$ cat src/rtl/sample_rate_crusher.sv
// sample_rate_crusher: zero-order-hold sample-rate reduction followed by a
// wet/dry blend against the undecimated input. One sample in per start pulse,
// one sample out per done pulse, fixed 3-clock latency in both bypass and
// active modes.
module sample_rate_crusher #(
  parameter int WIDTH = 12
) (
  input  logic             clock,
  input  logic             reset,
  input  logic             start,
  input  logic             enable,
  input  logic [2:0]       hold_factor,
  input  logic [2:0]       mix_amount,
  input  logic [WIDTH-1:0] incoming_sample,
  output logic [WIDTH-1:0] modified_sample,
  output logic             done
);

  // Sum width: |held*w + sample*(8-w)| <= 2^(WIDTH-1) * 8, so 4 guard bits.
  localparam int SW = WIDTH + 4;
  localparam logic signed [SW-1:0] EIGHT = SW'(8);

  typedef enum logic [1:0] {IDLE, HOLD, MIX, DONE} state_t;

  state_t           state;
  logic [WIDTH-1:0] cap_sample;
  logic             cap_en;
  logic [2:0]       cap_hf;
  logic [2:0]       cap_mix;
  logic [WIDTH-1:0] held;
  logic [2:0]       cnt;
  logic [3:0]       lat_w;     // wet weight for the current hold period, 1..8
  logic             bypass;
  logic [WIDTH-1:0] result;

  logic signed [SW-1:0] held_x, samp_x, wet_w, dry_w, sum, shifted;

  // Blend arithmetic: sign-extend both operands, weight, floor-divide by 8.
  always_comb begin
    held_x  = {{(SW-WIDTH){held[WIDTH-1]}}, held};
    samp_x  = {{(SW-WIDTH){cap_sample[WIDTH-1]}}, cap_sample};
    wet_w   = {{(SW-4){1'b0}}, lat_w};
    dry_w   = EIGHT - wet_w;
    sum     = held_x * wet_w + samp_x * dry_w;
    shifted = sum >>> 3;
  end

  // Control FSM plus datapath registers; done and modified_sample are registered.
  always_ff @(posedge clock or negedge reset) begin
    if (!reset) begin
      state           <= IDLE;
      cap_sample      <= '0;
      cap_en          <= 1'b0;
      cap_hf          <= '0;
      cap_mix         <= '0;
      held            <= '0;
      cnt             <= '0;
      lat_w           <= 4'd8;
      bypass          <= 1'b1;
      result          <= '0;
      modified_sample <= '0;
      done            <= 1'b0;
    end else begin
      done <= 1'b0;
      case (state)
        IDLE: begin
          if (start) begin
            cap_sample <= incoming_sample;
            cap_en     <= enable;
            cap_hf     <= hold_factor;
            cap_mix    <= mix_amount;
            state      <= HOLD;
          end
        end
        HOLD: begin
          bypass <= !cap_en;
          if (!cap_en) begin
            // Parking the counter at 0 forces a refresh on the first enabled sample.
            cnt <= '0;
          end else if (cnt == 3'd0) begin
            // Hold period boundary: the only point where N and w are re-latched.
            held  <= cap_sample;
            cnt   <= cap_hf;
            lat_w <= {1'b0, cap_mix} + 4'd1;
          end else begin
            cnt <= cnt - 3'd1;
          end
          state <= MIX;
        end
        MIX: begin
          result <= bypass ? cap_sample : shifted[WIDTH-1:0];
          state  <= DONE;
        end
        DONE: begin
          modified_sample <= result;
          done            <= 1'b1;
          state           <= IDLE;
        end
        default: state <= IDLE;
      endcase
    end
  end

endmodule

$ cat config.mk
export PLATFORM = sky130hd
export DESIGN_NAME = sample_rate_crusher
export DESIGN_NICKNAME = d
export VERILOG_FILES = /design/src/rtl/sample_rate_crusher.sv
export SDC_FILE = /design/constraint.sdc
export NUM_CORES = 1
export LEC_CHECK = 0
export ABC_CLOCK_PERIOD_IN_PS = 13550
export BUFFER_PORTS_ARGS = -buffer_cell sky130_fd_sc_hd__buf_2
export CORE_MARGIN = 2
export CORE_UTILIZATION = 55
export CTS_BUF_LIST = sky130_fd_sc_hd__clkbuf_8
export DETAILED_ROUTE_END_ITERATION = 12
export GPL_TIMING_DRIVEN = 1
export MAX_ROUTING_LAYER = met4
export PLACE_DENSITY = 0.73
export SYNTH_ARGS = -nofsm -noshare
export SYNTH_HDL_FRONTEND = slang
export SYNTH_SLANG_ARGS = --single-unit
$ cat constraint.sdc
create_clock -name clock -period 13.55 [get_ports clock]
set_input_delay 0.6775 -clock clock [delete_from_list [all_inputs] [get_ports clock]]
set_output_delay 0.6775 -clock clock [all_outputs]
set_load 0.01 [all_outputs]
==> metrics.txt, run 1 <==
chip height 111 um; WL/cell 15.2 um; post-synth top area cell dfrtp_1; Synth top area share between 20% and 30%; initial antenna violation count 0; Rows 39; Post-CTS Setup Bufs 0; number of synthesis warnings 0; post-CTS sizing 0; pin count of the biggest net entering global routing between 60 and 70; share of cells above drive strength 1 around 16%; clk sinks between 60 and 70; top-count cell post-synth inv_1; Yosys cell types 38; number of synthesized flops with an enable pin 0; Remaining Overflow, GRT 0; multiplexer area fraction after synthesis 9.17%; worst-case clock buffer depth 2; sum of negative setup slack 0 ns; post-synthesis sequential area ratio a little over a quarter; Die Wd approximately 110 um; Synth Register Bits 66; Top FF cell, synth dfrtp_1; # nets final around 800; clk_skew a little over 0.008 ns; H-tree Lvls 3; Max Clk Rate between 0.15 and 0.2 GHz; max_cap viols 0; Setup CP Type reg2reg; Syn Inst Count 627; Max transition margin roughly 36%; FFs w/ async S/R, synth 100%; die area 12,400 sq um; first-pass GRT wire length about 22,000 um; post-synthesis adder-cell area fraction a little over a third; Initial DRC Count about 210; gpl congestion ~0.85; Final Hold Fails 0; area grow syn2layout 8.02%; TritonCTS clock tree built; xor and xnor area share after synthesis roughly 3.8%; Mapped Area roughly 6300 sq um; run status complete, no violations; Final min period 6.57 ns; placed wire-length estimate 9620 um; Vias/cell between 5 and 6; Post-route DRC 0; I/O pin total 35; hold buffer count at CTS 0; Critical Path RT 13.79 ns; RSZ-0062 raised after global routing no; total number of vias 4,279; vias in the first global route 4,718; initial core utilization between 50 and 60%; CTS buffer count 9; largest family of logic cells by synthesized area adder cells; Ant. Diodes 0; clk slew on worst S/H paths around 0.08 ns; nature of the critical path endpoint register; Post-Synth Simple-Gate Area between 10% and 20%; Core ar. around 11,000 sq um; number of routed nets with antenna violations 0; Startpoint Class register; Hold Path Class reg2reg; Syn Nets just under 800; GRT Resource Usage Total ~22%; Post-synth top cells inv_1, fa_1, dfrtp_1; worst-margin pin slew between 0.9 and 1 ns; critical path peak fanout 25; Synth area leaders dfrtp_1, fa_1, ha_1; post-synthesis compound-gate area fraction under 10%; final critical-path share of the clock period roughly half; final setup fails 0; mean post-synth cell area just over 10 sq um; final slew viol count 0; port buffer count 34; Pre-antenna DRT Iters 4; worst skew pair latency 0.35 ns; DRT Wirelength around 12,000 um; root buf cell clkbuf_8; Worst EP arrival around 7 ns
## worst max-delay path: stages (launching register included)
cell      delay [ns]
dfrtp_1         0.81
inv_1           0.15
ha_1            0.27
xnor2_1         0.64
nand2_1         0.16
fa_1            0.50
fa_1            0.52
fa_1            0.52
fa_1            0.56
inv_1           0.06
fa_1            0.47
ha_1            0.37
o21a_1          0.19
o21ai_0         0.20
a22oi_2         0.10
a31oi_1         0.36
o21ai_1         0.15
xnor2_1         0.17
o211ai_1        0.11
o21a_1          0.16
## metrics by stage
step | hold WS (ns) | std cells | cell area [sq um] | worst slack [ns] | utilization [%]
3_5_place_dp | 0.486 | 784 | 6590 | 7.04 | 58.2
5_1_grt | 0.523 | 800 | 6820 | 6.51 | 60.3
2_1_floorplan | 0.382 | 627 | 6310 | 7.92 | -
4_1_cts | 0.495 | 800 | 6820 | 7.00 | 60.3
3_3_place_gp | 0.469 | 784 | 6590 | 7.23 | 58.2
6_report | 0.496 | 800 | 6820 | 6.98 | 60.3
## cells by family after synthesis
| kind of cell | count (synthesis) |
|---|---|
| simple gates | 148 |
| buf+inv | 146 |
| fa+ha+maj | 129 |
| flops | 66 |
| compound gates | 60 |
| mux | 52 |
| xor+xnor | 26 |
## sequential cells by signal, summed over array words and instances, names as in the netlist, 3 cells and up
register         flops
result              12
modified_sample     12
cap_sample          12
cnt                  3
cap_mix              3
lat_w                4
held                12
cap_hf               3
## cell type report
type / instances / area (sq um)
tap: 143 / 179
timing repair buffer: 36 / 185
inverter: 124 / 465
fill: 949 / 4500
multi-input combinational: 415 / 4110
clock inverter: 6 / 90.1
sequential: 66 / 1650
clock buffer: 10 / 138
## metal layers
metal  global-route usage [%]  vias to the layer above  part of all wire (%)
li1                         -                     1998                     -
met4                     7.16                        0                   2.8
met2                     38.3                       70                    51
met5                        -                        -                     0
met1                     27.4                     2186                    43
met3                     3.88                       25                   2.6
## cells in the final DEF, fill, tap and decap left out, types with 3 or more instances in the layout
cell,n
dfrtp_1,64
xnor2_1,19
o21ai_0,10
o21a_1,6
nand2_1,50
o211ai_1,4
clkbuf_8,10
xor2_1,6
mux2i_1,5
or2_2,3
and2_1,54
nand3_1,3
a31oi_1,4
inv_1,124
nor2_1,26
buf_2,34
ha_1,52
nor3_1,5
a21oi_1,21
mux2_2,47
a21o_1,5
o21bai_1,3
fa_1,77
## final timing paths
kind	slack, ns	cells past startpoint	startpoint	end
max reg2reg	6.98	19	lat_w[0]$_DFFE_PN0P_	result[10]$_DFFE_PN0P_
max in group asynchronous	12.50	2	reset	result[3]$_DFFE_PN0P_
max	6.98	19	lat_w[0]$_DFFE_PN0P_	result[10]$_DFFE_PN0P_
min reg2reg	0.50	1	cap_en$_DFFE_PN0P_	bypass$_DFFE_PN1P_
min	0.50	1	cap_en$_DFFE_PN0P_	bypass$_DFFE_PN1P_
min in group asynchronous	0.51	2	reset	modified_sample[8]$_DFFE_PN0P_
Power of run 1 is left out: the tool's default activity adds up to more than one toggle a clock period on the data nets, which glitch-free logic cannot reach.
==> inputs of run 2 (changes only) <==
- ABC_CLOCK_PERIOD_IN_PS: 13550 -> 6500
- clock period: 13.55 -> 6.5 ns (I/O delays scaled with it)
==> metrics.txt, run 2 (synthesized netlist as in run 1, its figures left out) <==
Pre-antenna DRT Iters 4 (unchanged); Max transition margin 38.2% (+2.1 points); root buf cell clkbuf_8; Startpoint Class register; sum of negative setup slack 0 ns (unchanged); max_cap viols 0 (unchanged); die area 12,400 sq um (unchanged); final slew viol count 0 (unchanged); initial antenna violation count 0 (unchanged); final critical-path share of the clock period 91.0% (+43 points); worst-margin pin slew 0.924 ns (-0.0313 ns); fill count 928 (-2.2%); Worst EP arrival 6.16 ns (-0.65 ns); I/O pin total 35 (unchanged); WL/cell 15.2 um (-0.61%); hold buffer count at CTS 0 (unchanged); placed wire-length estimate 9520 um (-1.1%); H-tree Lvls 3 (unchanged); Final min period 5.92 ns (-0.650 ns); DRT Wirelength 12,200 um (about the same); Initial DRC Count 198 (-4.3%); gpl congestion 0.896 (+5.6%); vias in the first global route 4,595 (-2.6%); pin count of the biggest net entering global routing 67 (unchanged); area grow syn2layout 8.48%; Setup CP Type reg2reg; Core ar. 11,300 sq um (unchanged); nature of the critical path endpoint register; Ant. Diodes 0 (unchanged); # nets final 808 (+0.62%); first-pass GRT wire length 21,700 um (-0.19%); CTS buffer count 9 (unchanged); TritonCTS clock tree built; Post-route DRC 0 (unchanged); Reg2Reg Depth 20 (+1); post-CTS sizing 0 (unchanged); GRT Resource Usage Total 22.5% (+0.10 points); clk_skew 0.00767 ns (-0.000541 ns); RSZ-0062 raised after global routing no; Post-CTS Setup Bufs 0 (unchanged); initial core utilization 55.8% (unchanged); port buffer count 34 (unchanged); Critical Path RT 6.74 ns (-7.05 ns); total number of vias 4,223 (-1.3%); critical path peak fanout 15 (-40%); clk sinks 66 (unchanged); number of routed nets with antenna violations 0 (unchanged); Remaining Overflow, GRT 0 (unchanged); Final Hold Fails 0 (unchanged); run status complete, no violations; share of cells above drive strength 1 16.5% (+0.48 points); chip height 111 um (unchanged); clk slew on worst S/H paths 0.07 ns (about the same); Rows 39 (unchanged); Vias/cell 5.25 (-1.9%); worst-case clock buffer depth 2 (unchanged); Hold Path Class in2async; final setup fails 0 (unchanged); most frequent cells in the layout inv_1, fa_1, dfrtp_1; Die Wd 111 um (unchanged); leading cell type in the layout, fill and taps excluded inv_1; worst skew pair latency 0.35 ns (about the same); Max Clk Rate 0.169 GHz (+11%)
## run 2: worst paths after layout
path                                        from                              to  slack, ns
min in group clock                 mix_amount[2]          cap_mix[2]$_DFFE_PN0P_       0.20
min reg2reg                result[7]$_DFFE_PN0P_           result[7]$_DFFE_PN0P_       0.49
max in group asynchronous                  reset  modified_sample[2]$_DFFE_PN0P_       5.80
min                                        reset              cnt[1]$_DFFE_PN0P_       0.13
max                         lat_w[2]$_DFFE_PN0P_          result[10]$_DFFE_PN0P_       0.58
max reg2reg                 lat_w[2]$_DFFE_PN0P_          result[10]$_DFFE_PN0P_       0.58
## run 2: worst max-delay path: stages (launching register included)
cell and delay, ns:
dfrtp_1 0.57, nor3_1 0.32, xor2_1 0.10, buf_4 0.19, and2_1 0.18, fa_1 0.54
inv_1 0.07, fa_1 0.50, fa_1 0.52, fa_1 0.51, fa_1 0.54, inv_1 0.04
ha_1 0.32, o21a_1 0.11, o21ai_0 0.20, a22oi_2 0.11, a31oi_1 0.40, o21ai_1 0.16
xnor2_1 0.17, o211ai_1 0.10, o21a_1 0.15
## run 2: cell type report
type / instances / area, sq um / area share (%)
Multi-Input combinational cell: 415 / 4110 / 60.0
Timing Repair Buffer: 41 / 223 / 3.25
Inverter: 124 / 465 / 6.79
Tap cell: 143 / 179 / 2.61
Clock buffer: 10 / 138 / 2.01
Sequential cell: 66 / 1650 / 24.1
Clock inverter: 6 / 81.3 / 1.19
## run 2: stage by stage
step	worst slack (ns)	instances	instance area, sq um	hold slack (ns)	utilization [%]
floorplan	0.867	627	6310	0.0294	-
global placement	0.814	789	6630	0.472	58.6
detailed placement	0.646	789	6630	0.467	58.6
CTS	0.621	805	6850	0.174	60.5
global route	0.298	805	6850	0.182	60.5
finish	0.585	805	6850	0.134	60.5
## run 2: routing by layer
metal	up-vias	part of all wire, %	global-route usage (%)	routed length (um)
met2	74	50	37.2	6110
met1	2109	44	28.6	5330
met4	0	3.2	7.16	387
li1	2008	-	-	-
met5	-	0	-	0
met3	32	3.0	4.16	366
Power of run 2 is left out for the same reason.
